[config.mk]
export PLATFORM = sky130hd
export DESIGN_NAME = jtag_tap_ctrl
export DESIGN_NICKNAME = d
export VERILOG_FILES = /design/src/rtl/jtag_tap_ctrl.sv
export SDC_FILE = /design/constraint.sdc
export NUM_CORES = 1
export LEC_CHECK = 0
export CAP_MARGIN = 0
export CORE_MARGIN = 2
export CORE_UTILIZATION = 50
export CTS_BUF_LIST = sky130_fd_sc_hd__clkbuf_8
export CTS_CLUSTER_DIAMETER = 80
export DETAILED_ROUTE_END_ITERATION = 6
export PLACE_DENSITY_LB_ADDON = 0.1
export SKIP_LAST_GASP = 1
export SYNTH_ARGS = -nofsm -noshare
export SYNTH_HDL_FRONTEND = slang
export SYNTH_SLANG_ARGS = --single-unit
[constraint.sdc]
create_clock -name i_tclk -period 3.3 [get_ports i_tclk]
set_input_delay 0.66 -clock i_tclk [delete_from_list [all_inputs] [get_ports i_tclk]]
set_output_delay 0.66 -clock i_tclk [all_outputs]
set_load 0.05 [all_outputs]
[src/rtl/jtag_tap_ctrl.sv]
// IEEE 1149.1 TAP controller: TMS-steered 16-state FSM, state decodes, TDO enable, RTI cycle counter.
// Optional JTAG_TAP_TDOEN_NEGEDGE_EN retimes o_tdoEn onto the falling edge of TCK.
module jtag_tap_ctrl #(
  parameter int IDLE_CNT_W = 8
) (
  input  logic                  i_tclk,
  input  logic                  i_trst_n,
  input  logic                  i_tms,
  output logic [3:0]            o_state,
  output logic                  o_stateIsTestLogicReset,
  output logic                  o_stateIsRunTestIdle,
  output logic                  o_stateIsCaptureDr,
  output logic                  o_stateIsShiftDr,
  output logic                  o_stateIsUpdateDr,
  output logic                  o_stateIsCaptureIr,
  output logic                  o_stateIsShiftIr,
  output logic                  o_stateIsUpdateIr,
  output logic                  o_tdoEn,
  output logic [IDLE_CNT_W-1:0] o_idleCount
);

  localparam logic [3:0] ST_TLR   = 4'hF;
  localparam logic [3:0] ST_RTI   = 4'hC;
  localparam logic [3:0] ST_SELDR = 4'h7;
  localparam logic [3:0] ST_CAPDR = 4'h6;
  localparam logic [3:0] ST_SHDR  = 4'h2;
  localparam logic [3:0] ST_EX1DR = 4'h1;
  localparam logic [3:0] ST_PAUDR = 4'h3;
  localparam logic [3:0] ST_EX2DR = 4'h0;
  localparam logic [3:0] ST_UPDDR = 4'h5;
  localparam logic [3:0] ST_SELIR = 4'h4;
  localparam logic [3:0] ST_CAPIR = 4'hE;
  localparam logic [3:0] ST_SHIR  = 4'hA;
  localparam logic [3:0] ST_EX1IR = 4'h9;
  localparam logic [3:0] ST_PAUIR = 4'hB;
  localparam logic [3:0] ST_EX2IR = 4'h8;
  localparam logic [3:0] ST_UPDIR = 4'hD;

  localparam logic [IDLE_CNT_W-1:0] IDLE_MAX = '1;

  logic [3:0]            state_q, state_d;
  logic [IDLE_CNT_W-1:0] idle_q, idle_d;
  logic                  tdo_en_d;

  always_comb begin
    state_d = ST_TLR;
    case (state_q)
      ST_TLR:   state_d = i_tms ? ST_TLR   : ST_RTI;
      ST_RTI:   state_d = i_tms ? ST_SELDR : ST_RTI;
      ST_SELDR: state_d = i_tms ? ST_SELIR : ST_CAPDR;
      ST_CAPDR: state_d = i_tms ? ST_EX1DR : ST_SHDR;
      ST_SHDR:  state_d = i_tms ? ST_EX1DR : ST_SHDR;
      ST_EX1DR: state_d = i_tms ? ST_UPDDR : ST_PAUDR;
      ST_PAUDR: state_d = i_tms ? ST_EX2DR : ST_PAUDR;
      ST_EX2DR: state_d = i_tms ? ST_UPDDR : ST_SHDR;
      ST_UPDDR: state_d = i_tms ? ST_SELDR : ST_RTI;
      ST_SELIR: state_d = i_tms ? ST_TLR   : ST_CAPIR;
      ST_CAPIR: state_d = i_tms ? ST_EX1IR : ST_SHIR;
      ST_SHIR:  state_d = i_tms ? ST_EX1IR : ST_SHIR;
      ST_EX1IR: state_d = i_tms ? ST_UPDIR : ST_PAUIR;
      ST_PAUIR: state_d = i_tms ? ST_EX2IR : ST_PAUIR;
      ST_EX2IR: state_d = i_tms ? ST_UPDIR : ST_SHIR;
      ST_UPDIR: state_d = i_tms ? ST_SELDR : ST_RTI;
      default:  state_d = ST_TLR;
    endcase
  end

  // Counter only advances while staying in RTI, so it is zero on entry and clears on exit.
  always_comb begin
    idle_d = '0;
    if (state_q == ST_RTI && state_d == ST_RTI) begin
      idle_d = (idle_q == IDLE_MAX) ? idle_q : idle_q + IDLE_CNT_W'(1);
    end
  end

  always_ff @(posedge i_tclk or negedge i_trst_n) begin
    if (!i_trst_n) begin
      state_q <= ST_TLR;
      idle_q  <= '0;
    end else begin
      state_q <= state_d;
      idle_q  <= idle_d;
    end
  end

  assign tdo_en_d = (state_q == ST_SHDR) || (state_q == ST_SHIR);

`ifdef JTAG_TAP_TDOEN_NEGEDGE_EN
  logic tdo_en_q;

  always_ff @(negedge i_tclk or negedge i_trst_n) begin
    if (!i_trst_n) begin
      tdo_en_q <= 1'b0;
    end else begin
      tdo_en_q <= tdo_en_d;
    end
  end

  assign o_tdoEn = tdo_en_q;
`else
  assign o_tdoEn = tdo_en_d;
`endif

  assign o_state                 = state_q;
  assign o_idleCount             = idle_q;
  assign o_stateIsTestLogicReset = (state_q == ST_TLR);
  assign o_stateIsRunTestIdle    = (state_q == ST_RTI);
  assign o_stateIsCaptureDr      = (state_q == ST_CAPDR);
  assign o_stateIsShiftDr        = (state_q == ST_SHDR);
  assign o_stateIsUpdateDr       = (state_q == ST_UPDDR);
  assign o_stateIsCaptureIr      = (state_q == ST_CAPIR);
  assign o_stateIsShiftIr        = (state_q == ST_SHIR);
  assign o_stateIsUpdateIr       = (state_q == ST_UPDIR);

endmodule
Word level (Yosys, flattened, before mapping) --
Cells that the tools add are included.
Operators by class: reductions and logical operators 6, multiply operators 0, shift-type cells 0, multiplexer cells 15, div/mod/pow operators 0, $add $sub $neg 1, order comparisons 0, equal/unequal tests 18, bitwise operators 0
Operators by type and width (number):
- 4-bit one-hot mux with 12 select lines | 1
- 4-bit == test, second input constant | 9
- 4-bit by 3-bit == test with 1-bit output, second input constant | 4
- 8-bit 2-to-1 mux | 2
- 2-bit 2-to-1 mux | 6
- 3-bit 2-to-1 mux | 4
- 8-bit by 1-bit adder with 8-bit output, second input constant | 1
- 4-bit by 2-bit == test with 1-bit output, second input constant | 2
- 8-bit == test, second input constant | 1
- 4-bit by 1-bit == test with 1-bit output, second input constant | 1
- 4-bit zero test | 1
- 4-bit 2-to-1 mux | 1
- 2-bit OR reduction | 2
- 3-bit OR reduction | 1
- 2-bit != test, second input constant | 1
- 1-bit logical AND | 1
- 1-bit logical OR | 1
- 1-bit 2-to-1 mux | 1
Word-level totals: word-level logic and storage cells 42, memories kept 0, register bits after elaboration 12, latch bits 0, bits of input ports 3, memory bits (read-only) 0, bits in writable memories 0, output and inout bits 21

Depth between registers and ports, before layout --
word-level depth 6, mapped depth 4, mapped depth without buffers 4

Worst setup path after synthesis --
OpenSTA, ideal clock, no wires.
path kind register to output, start point reg state_q[1] (netlist: o_state[1]), end point out o_stateIsShiftDr, stages on the path, launching flop included 4, path slack 612 ps, data required time 2640 ps, arrival 2028 ps, cell sequence dfstp_2 -> buf_6 -> nand2b_1 -> nor3_1
On the way: word-level cells in the longest chain between the ends 1
RTL lines:
- from (decl) | RTL line 41 | logic [3:0] state_q, state_d;
- from (signal assigned) | RTL line 81 | state_q <= state_d;
- 4-bit by 2-bit == test with 1-bit output | RTL line 109 | assign o_stateIsShiftDr = (state_q == ST_SHDR);
- to (decl) | RTL line 13 | output logic o_stateIsShiftDr,
No other way between the ends.

Worst setup path in the final report --
start point reg state_q[1] (netlist: o_state[1]), end point out o_stateIsShiftIr
On the way: word-level cells in the longest chain between the ends 1
RTL lines:
- 4-bit == test | RTL line 112 | assign o_stateIsShiftIr = (state_q == ST_SHIR);
- to (decl) | RTL line 16 | output logic o_stateIsShiftIr,
No other way between the ends.

==> qor.txt <==
Port Buffers: 23
power per cell area: 846 nW/um^2
Final Max Tran Viols: 0
Fin. Hold Viols: 0
ant diodes: 0
Die X: 42.2 um
Worst Hold Class: register to register
min cycle time layout: 2.66 ns
Worst Skew: 0.000813 ns
cts hold-fix bufs: 0
unrepaired setup endpoints after global routing: no
Seq/Total Area, Yosys: 41.9%
GRT Total Usage: 20.2%
Vias/cell: 5.75
outcome: completed
CP Launch Type: register
clk_lat worst skew: 0.24 ns
vias in the first global route: 614
LEAKAGE: 0.402 nW
switching power share of the total: 47.6%
Post-synth EDFFs: 0
Comb power frac: 51.9%
cell-internal power: 0.447 mW
async set or reset register ratio after synthesis: 100%
max cap viols: 0
routed wire length: 1.72 mm
GPL Wtd Cong: 0.778
Worst-path clk slew: 0.05 ns
Yosys reg bits: 12
pre-CTS WS: 0.910 ns
CTS Sinks: 12
Initial Util: 54.7%
first-pass GRT wire length: 2.73 mm
Reg power frac: 29.4%
FF/Latch Area: 305 um^2
initial antenna violation count: 0
Pre-antenna DRT Iters: 4
TritonCTS Buffers: 3
Unique masters post-synth: 33
CTS-repair resized insts: 0
fmax: 376 MHz
clock root cell: clkbuf_8
Psw: 0.407 mW
Vias: 707
Synth Flop Type: dfrtp_1
Filler Cell Count: 92
Critical Path End Type: output pin
CP max FO: 11
Clock power frac: 18.8%
Critical Path RT: 2.64 ns
# setup viols final: 0
share of post-route cells with drive strength above 1: 11.1%
Final Cycle Share: 80.6%
WHS: 0.594 ns
Ys Warns: 0
Cells after Synth: 84
setup TNS: 0 ns
WP data arrival: 2.00 ns
# IOs: 24
DRC violations left: 0
grt total ovfl: 0
Avg Cell Area, Syn: 8.68 um^2
core box area: 1330 um^2
commonest non-fill, non-tap cell in the layout: clkdlybuf4s50_1
Syn Nets: 88
Synth Cell Area: 729 um^2
CTS max path bufs: 2
peak supply drop: 0.701 mV
Worst-Margin Slew: 0.523 ns
fin worst setup slack: 0.640 ns
Area Growth Syn to Fin: 38.4%
Die H: 42.2 um
relative slew slack: 65.0%
CP Class: register to output pin
# nets final: 113
Area after DPL: 955 um^2
die footprint: 1780 um^2
ANT nets after route: 0
finished layout cell area: 1010 um^2
area occupied by multi-input gates: 382 um^2
1st-iter DRT viols: 9
Rows: 13
Avg WL per Cell: 14.0 um
most frequent cells in the layout: 23 x clkdlybuf4s50_1, 10 x nor2_1, 8 x nand2_1, 8 x dfrtp_1, 7 x nor3_1
largest net degree at the start of global routing: 13
post-detail-place hpwl: 1.26 mm
PnR Total Power: 0.854 mW
H-tree levels: 1
post-CTS setup buffers: 0
CTS tree: built
## registers in the layout (all words and copies together) (netlist names)
register     flops
o_idleCount      8
o_state          4
## metal layers
layer,wire length [um],track usage (%),up-vias
met5,0,0,-
met4,29,8.13,0
met3,92,4.31,4
met2,773,30.8,19
met1,824,27.6,327
li1,-,-,357
## worst max-delay path: stages (launching register included)
cell             delay, ns
dfstp_2               0.62
nand2b_1              0.16
nor3_1                0.16
clkdlybuf4s50_1       0.83
## cell usage after synthesis, types with 2 or more instances
master	count	area, um^2
and3_1	3	18.8
dfrtp_1	8	200
o21ai_0	3	15.0
nor2_1	10	37.5
nand2_1	8	30.0
nor3_1	7	35.0
a31oi_1	3	18.8
nand3_1	6	30.0
a211oi_1	2	15.0
nand2b_1	2	12.5
dfstp_2	4	105
inv_1	4	15.0
a21oi_1	4	20.0
## power by group through the flow
stage / Sequential, mW / Combinational (mW) / Clock (mW)
final: 0.251 / 0.443 / 0.160
after global routing: 0.260 / 0.464 / 0.170
after CTS: 0.250 / 0.444 / 0.162
after detailed placement: 0.252 / 0.440 / 0
after global placement: 0.248 / 0.435 / 0
after floorplan: 0.313 / 0.257 / 0
## stage by stage
step,util [%],cells
2_1_floorplan,-,84
3_3_place_gp,71.6,119
3_5_place_dp,71.6,119
5_1_grt,75.7,123
6_report,75.7,123
4_1_cts,75.7,123
## layout make-up
cell class / instances / area share [%]
clock buffers: 4 / 5.45
flip-flops and latches: 12 / 30.2
inverters: 5 / 1.86
well taps: 15 / 1.86
multi-input cells: 64 / 37.8
repair buffers: 23 / 22.8
## kinds of logic after synthesis
group / Yosys count / synth area share, %
buffers and inverters: 8 / 5.83
AND/OR/NAND/NOR: 43 / 31.2
multiplexers: 2 / 2.92
AO/OA/AOI/OAI: 18 / 16.5
flip-flops: 12 / 41.9
adder cells (fa/ha/maj): 1 / 1.71
## worst paths after layout
path / start / endpoint / slack, ns / cells past startpoint
max: o_state[1] / o_stateIsShiftIr / 0.64 / 3
max reg2reg: o_idleCount[0] / o_idleCount[3] / 1.89 / 4
min in group asynchronous: i_trst_n / o_idleCount[4] / 0.77 / 1
max in group asynchronous: i_trst_n / o_state[3] / 2.17 / 1
min reg2reg: o_state[2] / o_state[2] / 0.59 / 2
min: o_state[2] / o_state[2] / 0.59 / 2
Note: power is estimated with default switching activity, not from simulation.
==> patch (config.mk and constraints unchanged) <==
Change the parameter `IDLE_CNT_W` from 8 to 6.
--- a/src/rtl/jtag_tap_ctrl.sv
+++ b/src/rtl/jtag_tap_ctrl.sv
@@ -1,7 +1,7 @@
 // IEEE 1149.1 TAP controller: TMS-steered 16-state FSM, state decodes, TDO enable, RTI cycle counter.
 // Optional JTAG_TAP_TDOEN_NEGEDGE_EN retimes o_tdoEn onto the falling edge of TCK.
 module jtag_tap_ctrl #(
-  parameter int IDLE_CNT_W = 8
+  parameter int IDLE_CNT_W = 6
 ) (
   input  logic                  i_tclk,
   input  logic                  i_trst_n,
Interface: changed (resized o_idleCount); port bits go from 24 to 22. The function was not compared with the original's and may differ.
==> patch against the original RTL <==
Sequential power fell by 8.8%; via count fell by 17%; cell count fell by 16%; routed wire length fell by 23%; non-clock buffer count fell by 2; design area fell by 15%; sequential cell count fell by 2; clock power fell by 20%; power fell by 9.1%; area after synthesis fell by 17%; global-route usage rose by 1.6 points; worst setup slack got worse by 0.0054 ns; largest power group unchanged; highest routed layer unchanged.
==> patch: results (changes against the original RTL) <==
Yosys
  • Post-synth top cells: nor2_1, dfrtp_1, nand2_1 (unchanged)
  • Syn_nets: 71 (was 88)
  • Synth top area cells: dfrtp_1, dfstp_2, nor3_2 (was dfrtp_1, dfstp_2, nor2_1)
  • Sequential element share of the synthesized area: 42.1% (was 41.9%)

GRT
  • First-pass GRT wire length: 2.22 mm (was 2.73 mm)
  • GR met1 Demand/Resource: 30.6% (was 27.6%)
  • GRT met2 Usage: 30.8% (about the same)
  • GRT Total Usage: 21.8% (was 20.2%)

Detailed routing
  • Initial DRC Count: 14 (was 9)
  • Via density: 5.67 (was 5.75)
  • Met1 WL: 622 µm (was 824 µm)
  • Routed via count: 584 (was 707)

Timing
  • Worst slew pin tran: 0.507 ns (was 0.523 ns)
  • Worst Skew: 0.00246 ns (was 0.000813 ns)

Cells and area
  • Max FFs per register: 6 (was 8)
  • Share of cells above drive strength 1: 14.6% (was 11.1%)

Setup path
  • Crit path largest cell delay: 0.79 ns (was 0.83 ns)
  • Crit Reg-Reg Startpoint: o_state[2] (was o_idleCount[0])
  • Crit-path max FO: 10 (was 11)
  • R2R depth: 3 (was 4)

Power
  • Power share of the clock group: 16.5% (was 18.8%)
  • Leak Pwr: 0.342 nW (was 0.402 nW)
  • Switching Fraction: 49.7% (was 47.6%)

Run status
  • Status: finished clean (unchanged)

Min path
  • Hold path startpoint: o_state[0] (was o_state[2])

Place
  • Place WS: 0.881 ns (was 0.910 ns)
  • DP Area: 815 µm² (was 955 µm²)
  • Port bufs: 21 (was 23)
-- patch: cell count changes after synthesis, moves of 2 or more --
cell      change
and4b_1       +2
nand3_1       -3
nor3_2        +4
dfrtp_1       -2
nor3_1        -4
and2_1        +2
inv_1         -4
a21boi_1      +2
a21oi_1       -2
nand2_1       -2
a211oi_1      -2
-- patch: final cells by class --
cell class | count | area [µm²] | area share [%]
Multi-Input combinational cell | 54 | 332 | 38.6
Timing Repair Buffer | 21 | 210 | 24.5
Clock inverter | 1 | 3.75 | 0.437
Clock buffer | 3 | 41.3 | 4.80
Tap cell | 14 | 17.5 | 2.04
Sequential cell | 10 | 255 | 29.7
-- patch: cells by family (layout without fill, tap and decap cells) --
group           after synthesis  count (layout)  synth area share (%)
simple gates                 39              39                  36.3
fa+ha+maj                     1               1                  2.06
compound gates               13              13                  14.4
buf+inv                       3              25                  3.30
flops                        10              10                  42.1
mux                           1               1                  1.86
